File: config.mk
export PLATFORM = sky130hd
export DESIGN_NAME = uart_rx_frontend_flat
export DESIGN_NICKNAME = d
export VERILOG_FILES = /design/src/rtl/uart_rx_frontend_pkg.sv /design/src/rtl/uart_rx_frontend_if.sv /design/src/rtl/uart_rx_frontend_sync.sv /design/src/rtl/uart_rx_frontend.sv /design/src/flat_wrapper.sv
export SDC_FILE = /design/constraint.sdc
export NUM_CORES = 1
export LEC_CHECK = 0
export BUFFER_PORTS_ARGS = -buffer_cell sky130_fd_sc_hd__buf_2
export CAP_MARGIN = 0
export CORE_MARGIN = 1.5
export CORE_UTILIZATION = 48
export CTS_CLUSTER_DIAMETER = 200
export DETAILED_ROUTE_END_ITERATION = 10
export GPL_TIMING_DRIVEN = 0
export HOLD_SLACK_MARGIN = 0.06
export PLACE_DENSITY = 0.7
export SYNTH_ARGS = -nofsm -noshare
export SYNTH_HDL_FRONTEND = slang
export SYNTH_HIERARCHICAL = 1
export SYNTH_SLANG_ARGS = --single-unit
File: constraint.sdc
create_clock -name clk -period 1.8 [get_ports clk]
set_input_delay 0.18 -clock clk [delete_from_list [all_inputs] [get_ports clk]]
set_output_delay 0.18 -clock clk [all_outputs]
set_load 0.05 [all_outputs]
File: src/rtl/uart_rx_frontend_pkg.sv
// Shared UART definitions: FSM state encoding, state_rx width and default bit period.
// The TX side reuses the same package for its state_tx debug port.
package uart_rx_frontend_pkg;

  localparam int STATE_W          = 3;
  localparam int DEF_CLKS_PER_BIT = 434;

  typedef enum logic [STATE_W-1:0] {
    IDLE    = 3'd0,
    START   = 3'd1,
    DATA    = 3'd2,
    PARITY  = 3'd3,
    STOP    = 3'd4,
    WAIT_HI = 3'd5
  } rx_state_e;

endpackage

File: src/rtl/uart_rx_frontend_if.sv
// Byte handshake between the UART receiver (master) and the bus slave reading it (slave).
interface uart_rx_frontend_if #(
  parameter int DATA_BITS = 8
) ();

  logic [DATA_BITS-1:0] rx_data;
  logic                 rx_valid;
  logic                 rx_ack;

  modport master (output rx_data, output rx_valid, input rx_ack);
  modport slave  (input rx_data, input rx_valid, output rx_ack);

endinterface

File: src/rtl/uart_rx_frontend_sync.sv
// Two-flop synchroniser for the asynchronous rx pin; resets to the idle (high) level.
module uart_rx_sync (
  input  logic clk,
  input  logic reset,
  input  logic d,
  output logic q
);

  logic meta;

  always_ff @(posedge clk or negedge reset) begin
    if (!reset) begin
      meta <= 1'b1;
      q    <= 1'b1;
    end else begin
      meta <= d;
      q    <= meta;
    end
  end

endmodule

File: src/rtl/uart_rx_frontend.sv
// UART receive front end: 8N1 deserialiser with framing check, one-byte holding register
// and sticky error flags. Define UART_RX_PARITY_EN to add an even-parity bit and parity_err.
module uart_rx_frontend
  import uart_rx_frontend_pkg::*;
#(
  parameter int CLKS_PER_BIT = DEF_CLKS_PER_BIT,
  parameter int DATA_BITS    = 8
) (
  input  logic               clk,
  input  logic               reset,
  input  logic               rx,
  input  logic               err_clr,
  uart_rx_frontend_if.master hs,
  output logic               frame_err,
  output logic               overrun,
`ifdef UART_RX_PARITY_EN
  output logic               parity_err,
`endif
  output logic [STATE_W-1:0] state_rx
);

  localparam int CNT_W = (CLKS_PER_BIT > 2) ? $clog2(CLKS_PER_BIT) : 1;
  localparam int IDX_W = (DATA_BITS > 1) ? $clog2(DATA_BITS) : 1;
  localparam logic [CNT_W-1:0] CNT_LAST = CNT_W'(CLKS_PER_BIT - 1);
  localparam logic [CNT_W-1:0] CNT_MID  = CNT_W'(CLKS_PER_BIT / 2 - 1);
  localparam logic [IDX_W-1:0] IDX_LAST = IDX_W'(DATA_BITS - 1);

  logic                 rx_s;
  rx_state_e            state_q, state_d;
  logic [CNT_W-1:0]     cnt_q, cnt_d;
  logic [IDX_W-1:0]     idx_q, idx_d;
  logic [DATA_BITS-1:0] shift_q, shift_d;
  logic                 done_q, done_d;
  logic                 frame_evt;
  logic [DATA_BITS-1:0] rx_data_q;
  logic                 rx_valid_q;
  logic                 frame_err_q, overrun_q;
`ifdef UART_RX_PARITY_EN
  logic                 par_bad_q, par_bad_d;
  logic                 par_evt;
  logic                 parity_err_q;
`endif

  uart_rx_sync u_sync (
    .clk   (clk),
    .reset (reset),
    .d     (rx),
    .q     (rx_s)
  );

  always_ff @(posedge clk or negedge reset) begin
    if (!reset) begin
      state_q <= IDLE;
      cnt_q   <= '0;
      idx_q   <= '0;
      shift_q <= '0;
      done_q  <= 1'b0;
`ifdef UART_RX_PARITY_EN
      par_bad_q <= 1'b0;
`endif
    end else begin
      state_q <= state_d;
      cnt_q   <= cnt_d;
      idx_q   <= idx_d;
      shift_q <= shift_d;
      done_q  <= done_d;
`ifdef UART_RX_PARITY_EN
      par_bad_q <= par_bad_d;
`endif
    end
  end

  // Sampling points are counted from the start-bit midpoint, so every later sample is mid-bit.
  always_comb begin
    state_d   = state_q;
    cnt_d     = cnt_q + CNT_W'(1);
    idx_d     = idx_q;
    shift_d   = shift_q;
    done_d    = 1'b0;
    frame_evt = 1'b0;
`ifdef UART_RX_PARITY_EN
    par_bad_d = par_bad_q;
    par_evt   = 1'b0;
`endif
    case (state_q)
      IDLE: begin
        cnt_d = '0;
        if (!rx_s) state_d = START;
      end
      START: begin
        if (cnt_q == CNT_MID) begin
          cnt_d = '0;
          if (!rx_s) begin
            state_d = DATA;
            idx_d   = '0;
`ifdef UART_RX_PARITY_EN
            par_bad_d = 1'b0;
`endif
          end else begin
            state_d = IDLE;
          end
        end
      end
      DATA: begin
        if (cnt_q == CNT_LAST) begin
          cnt_d          = '0;
          shift_d[idx_q] = rx_s;
          if (idx_q == IDX_LAST) begin
`ifdef UART_RX_PARITY_EN
            state_d = PARITY;
`else
            state_d = STOP;
`endif
          end else begin
            idx_d = idx_q + IDX_W'(1);
          end
        end
      end
`ifdef UART_RX_PARITY_EN
      PARITY: begin
        if (cnt_q == CNT_LAST) begin
          cnt_d   = '0;
          state_d = STOP;
          if (rx_s != ^shift_q) begin
            par_evt   = 1'b1;
            par_bad_d = 1'b1;
          end
        end
      end
`endif
      STOP: begin
        if (cnt_q == CNT_LAST) begin
          cnt_d = '0;
          if (rx_s) begin
            state_d = IDLE;
`ifdef UART_RX_PARITY_EN
            done_d  = !par_bad_q;
`else
            done_d  = 1'b1;
`endif
          end else begin
            state_d   = WAIT_HI;
            frame_evt = 1'b1;
          end
        end
      end
      WAIT_HI: begin
        cnt_d = '0;
        if (rx_s) state_d = IDLE;
      end
      default: begin
        cnt_d   = '0;
        state_d = IDLE;
      end
    endcase
  end

  // Holding register and sticky flags; a new flag event beats a simultaneous err_clr.
  always_ff @(posedge clk or negedge reset) begin
    if (!reset) begin
      rx_data_q   <= '0;
      rx_valid_q  <= 1'b0;
      frame_err_q <= 1'b0;
      overrun_q   <= 1'b0;
`ifdef UART_RX_PARITY_EN
      parity_err_q <= 1'b0;
`endif
    end else begin
      if (done_q && (!rx_valid_q || hs.rx_ack)) begin
        rx_data_q  <= shift_q;
        rx_valid_q <= 1'b1;
      end else if (hs.rx_ack) begin
        rx_valid_q <= 1'b0;
      end
      if (done_q && rx_valid_q && !hs.rx_ack) overrun_q <= 1'b1;
      else if (err_clr)                        overrun_q <= 1'b0;
      if (frame_evt)    frame_err_q <= 1'b1;
      else if (err_clr) frame_err_q <= 1'b0;
`ifdef UART_RX_PARITY_EN
      if (par_evt)      parity_err_q <= 1'b1;
      else if (err_clr) parity_err_q <= 1'b0;
`endif
    end
  end

  assign hs.rx_data  = rx_data_q;
  assign hs.rx_valid = rx_valid_q;
  assign frame_err   = frame_err_q;
  assign overrun     = overrun_q;
`ifdef UART_RX_PARITY_EN
  assign parity_err  = parity_err_q;
`endif
  assign state_rx    = state_q;

endmodule
File: src/flat_wrapper.sv
// flat-port wrapper written by rule: the top's interface ports become plain ports
module uart_rx_frontend_flat import uart_rx_frontend_pkg::*;
#(
  parameter int CLKS_PER_BIT = DEF_CLKS_PER_BIT,
  parameter int DATA_BITS    = 8
)
  (clk, reset, rx, err_clr, frame_err, overrun, state_rx, hs_rx_data, hs_rx_valid, hs_rx_ack);
  uart_rx_frontend_if #(.DATA_BITS(DATA_BITS)) hs_i ();
  input  logic clk;
  input  logic reset;
  input  logic rx;
  input  logic err_clr;
  output logic frame_err;
  output logic overrun;
  output logic [STATE_W-1:0] state_rx;
  output wire logic [$bits(hs_i.rx_data)-1:0] hs_rx_data;
  output wire logic [$bits(hs_i.rx_valid)-1:0] hs_rx_valid;
  input wire logic [$bits(hs_i.rx_ack)-1:0] hs_rx_ack;
  assign hs_rx_data = hs_i.rx_data;
  assign hs_rx_valid = hs_i.rx_valid;
  assign hs_i.rx_ack = hs_rx_ack;
  uart_rx_frontend #(.CLKS_PER_BIT(CLKS_PER_BIT), .DATA_BITS(DATA_BITS)) u_core (.clk(clk), .reset(reset), .rx(rx), .err_clr(err_clr), .hs(hs_i), .frame_err(frame_err), .overrun(overrun), .state_rx(state_rx));
endmodule
==> flow_summary.json <==
{
  "fin_crit_ns": 1.81,
  "grt_usage_pct": 18.0,
  "drt-vias-per-instance": 5.36,
  "cp_data_arrival_time_ns": 1.99,
  "tightest_slew_ns": 0.815,
  "synth.lib_cells_used.distinct": 41,
  "ctsHtreeMaxLevel": 2,
  "achievable-frequency_mhz": 554,
  "placedInstanceArea_um2": 1940,
  "n_antenna_cell": 0,
  "yosysWarningCount": 6,
  "tritoncts": "built",
  "worst-endpoint-required_ns": 1.98,
  "timing.final.hold_violations": 0,
  "drt-initial-drc-count": 44,
  "synthMuxAreaShare_pct": 10.8,
  "boundaryPins": 19,
  "cts_made_buffers": 5,
  "delay_of_the_slowest_cell_on_the_worst_path_ns": 0.39,
  "grt_first_pass_wirelength_mm": 5.64,
  "via_count": 1217,
  "overflow": 0,
  "total_switching_power_w": 0.000299,
  "tritoncts_num_sinks": 37,
  "grt_max_degree": 38,
  "dr.pass1.iters": 4,
  "cp_slowest_cell": "dfrtp_1",
  "drc": 0,
  "clock_path_buffers": 2,
  "power_density_nw_per_um2": 639,
  "clkTransAtPathRegs_ns": 0.07,
  "insertion_delay_ns": 0.29,
  "core_area_um2": 3440,
  "root_buffer": "clkbuf_8",
  "final_common_cell": "dfrtp_1",
  "grt_setup_unrepaired": "true",
  "endpoint_kind": "flip-flop",
  "crit_buf_inv": 3,
  "critPathMaxFanout": 6,
  "timing.final.max_slew_violations": 0,
  "critical_path.startpoint_type": "flip-flop",
  "run_status": "finished, violations left",
  "reported_leakage_power_nw": 1.06,
  "fin_nets": 190,
  "synth-seq-area-share_pct": 52.3,
  "synth_simple_gate_area_share_pct": 19.3,
  "placement.io_buffers": 18,
  "grt_antenna_before_repair": 0,
  "report.final.setup_viol": 1,
  "postLayoutSetupSlackWorst_ns": -0.00644,
  "initial_utilization_pct": 51.5,
  "intPower_w": 0.00111,
  "fp.dieH_um": 63.8,
  "critical_path_cell_count": 8,
  "compound_gate_fraction_of_synth_area_pct": 6.06,
  "numPlacedInstances": 209,
  "power_switching_share_pct": 21.2,
  "maxCapViolCount": 0,
  "areaGrowthSynthToFinish_pct": 24.3,
  "power_frac_comb_pct": 2.2,
  "syn_area_per_cell_um2": 12.2,
  "die_area_um2": 4070,
  "final.setup_skew_ns": 0.00740,
  "post_synthesis_sequential_element_count": 37,
  "die_width_um": 63.8,
  "worst-r2r-cell-count": 8,
  "final_cell_mix": "dfrtp_1 (32), buf_2 (18), nor2_1 (14)",
  "yosys.area_share.adder_pct": 3.53,
  "number_of_nets_still_failing_antenna_checks_after_routing": 0,
  "worstPathCellList": "inv_2 -> ha_4 -> and4bb_2 -> nand4_4 -> buf_8 -> buf_12 -> and3_4 -> a221o_1",
  "min-delay-path-class": "input pin to flip-flop",
  "totalWireLength_mm": 3.25,
  "grt_pass1_vias": 1237,
  "wire_per_inst_um": 14.3,
  "syn-num-nets": 155,
  "vdd.ir_drop.worst_uv": 326,
  "violations": "negative setup slack",
  "mappedNetlistArea_um2": 1770,
  "drive_above_1_share_pct": 44.2,
  "dp_hpwl_mm": 2.13,
  "post_synth_xor_area_fraction_pct": 3.46,
  "syn_inst": 145,
  "placementRows": 21,
  "final_design_area_no_fill_um2": 2210,
  "timing_worst_setup_path_type": "flip-flop to flip-flop",
  "place.gp.congestion": 0.834,
  "pwr-share-clk_pct": 38.5,
  "critical-path-top-delay-family": "simple AND/OR/NAND/NOR gates",
  "final_min_period_over_clock_period_pct": 100,
  "layoutNonFillerInstCount": 227,
  "worst_hold_path.num_cells": 2,
  "share_seq_of_total_power_pct": 59.3,
  "slew_headroom_pct": 45.7,
  "largest_family_of_logic_cells_by_synthesized_area": "simple AND/OR/NAND/NOR gates"
}
[state kept, by name (all words and copies together), names as in the netlist, 3 cells and up]
signal             flops
u_core/hs.rx_data      8
u_core/cnt_q           9
u_core/idx_q           3
u_core/shift_q         8
u_core/state_rx        3
[final timing paths]
check | from | end | slack [ns]
max reg2reg | u_core/cnt_q[1]$_DFF_PN0_ | u_core/idx_q[1]$_DFFE_PN0P_ | -0.006
min reg2reg | u_core/u_sync/meta$_DFF_PN1_ | u_core/u_sync/q$_DFF_PN1_ | 0.36
min in group asynchronous | reset | u_core/hs.rx_data[3]$_DFFE_PN0P_ | 0.52
max | u_core/cnt_q[1]$_DFF_PN0_ | u_core/idx_q[1]$_DFFE_PN0P_ | -0.006
min | err_clr | u_core/overrun$_DFFE_PN0P_ | 0.09
max in group asynchronous | reset | u_core/state_rx[2]$_DFFE_PN0P_ | 0.72
[synth_stat cells]
master         instances  area, um^2
dfrtp_1               35         876
nor2_1                14        52.6
mux2_2                13         146
inv_1                  6        22.5
nand2_1                6        22.5
ha_1                   5        62.6
nand2b_1               5        31.3
xnor2_1                5        43.8
mux2_1                 4        45.0
nand4_1                4        25.0
a21oi_1                3        15.0
nand3_1                3        15.0
nor4_1                 3        18.8
nor4_2                 3        37.5
a221o_1                2        20.0
buf_6                  2        22.5
dfstp_2                2        52.6
nor3_1                 2        10.0
o21ai_0                2        10.0
o22a_1                 2        17.5
o22ai_1                2        12.5
or2b_2                 2        17.5
xor2_1                 2        17.5
a22oi_2                1        12.5
and2b_2                1        8.76
and3_2                 1        7.51
and4_2                 1        10.0
and4bb_1               1        12.5
buf_2                  1        5.00
clkbuf_4               1        7.51
clkbuf_8               1        13.8
dlygate4sd1_1          1        8.76
nand3b_1               1        7.51
nand4_2                1        12.5
nor2b_1                1        6.26
nor3b_1                1        7.51
nor4_4                 1        21.3
nor4bb_1               1        10.0
o221a_2                1        11.3
o41ai_1                1        8.76
or2_4                  1        8.76
[cell families after synthesis]
logic type | Yosys count
muxes | 17
DFF | 37
buffers and inverters | 12
adders and majority gates | 5
xor gates and xnor gates | 7
and+or+nand+nor | 53
AOI/OAI and AO/OA | 14
[through the flow]
stage | util, % | TNS [ns] | setup slack (ns) | hold WS [ns] | power, W
3_3_place_gp | 56.2 | -0.486 | -0.0955 | 0.284 | 0.000879
3_5_place_dp | 56.2 | -1.12 | -0.165 | 0.286 | 0.000880
2_1_floorplan | - | -0.0163 | -0.00817 | -0.116 | 0.000857
4_1_cts | 63.2 | -0.0600 | -0.0600 | 0.0900 | 0.00143
6_report | 64.1 | -0.00644 | -0.00644 | 0.0942 | 0.00141
5_1_grt | 64.1 | -0.721 | -0.0658 | 0.103 | 0.00147
[final cells by class]
type,count,area (um^2)
tap,46,57.6
clock inverter,2,10.0
sequential,37,932
buffer,6,63.8
inverter,6,22.5
timing repair buffer,28,186
multi-input combinational,96,861
clock buffer,6,72.6
fill,269,1240
[power groups by stage]
stage	combinational, W	sequential (W)	clock, W
5_1_grt	0.0000359	0.000836	0.000596
2_1_floorplan	0.00000525	0.000852	0
4_1_cts	0.0000315	0.000836	0.000563
3_3_place_gp	0.0000269	0.000852	0
3_5_place_dp	0.0000278	0.000852	0
6_report	0.0000304	0.000837	0.000543
[layer usage]
metal | wire [um] | track usage, %
met3 | 111 | 4.23
met2 | 1630 | 30.1
met4 | 76 | 8.97
met1 | 1430 | 21.6
met5 | 0 | 0
[timing repair]
item,4_1_cts,5_1_grt
buffers inserted,8,0
setup endpoints to repair,17,19
pin swaps,8,4
gates resized for setup,11,7
endpoints found under the hold margin,36,0
hold buffers,2,0
cloned,0,0
Note: power is estimated with default switching activity, not from simulation.
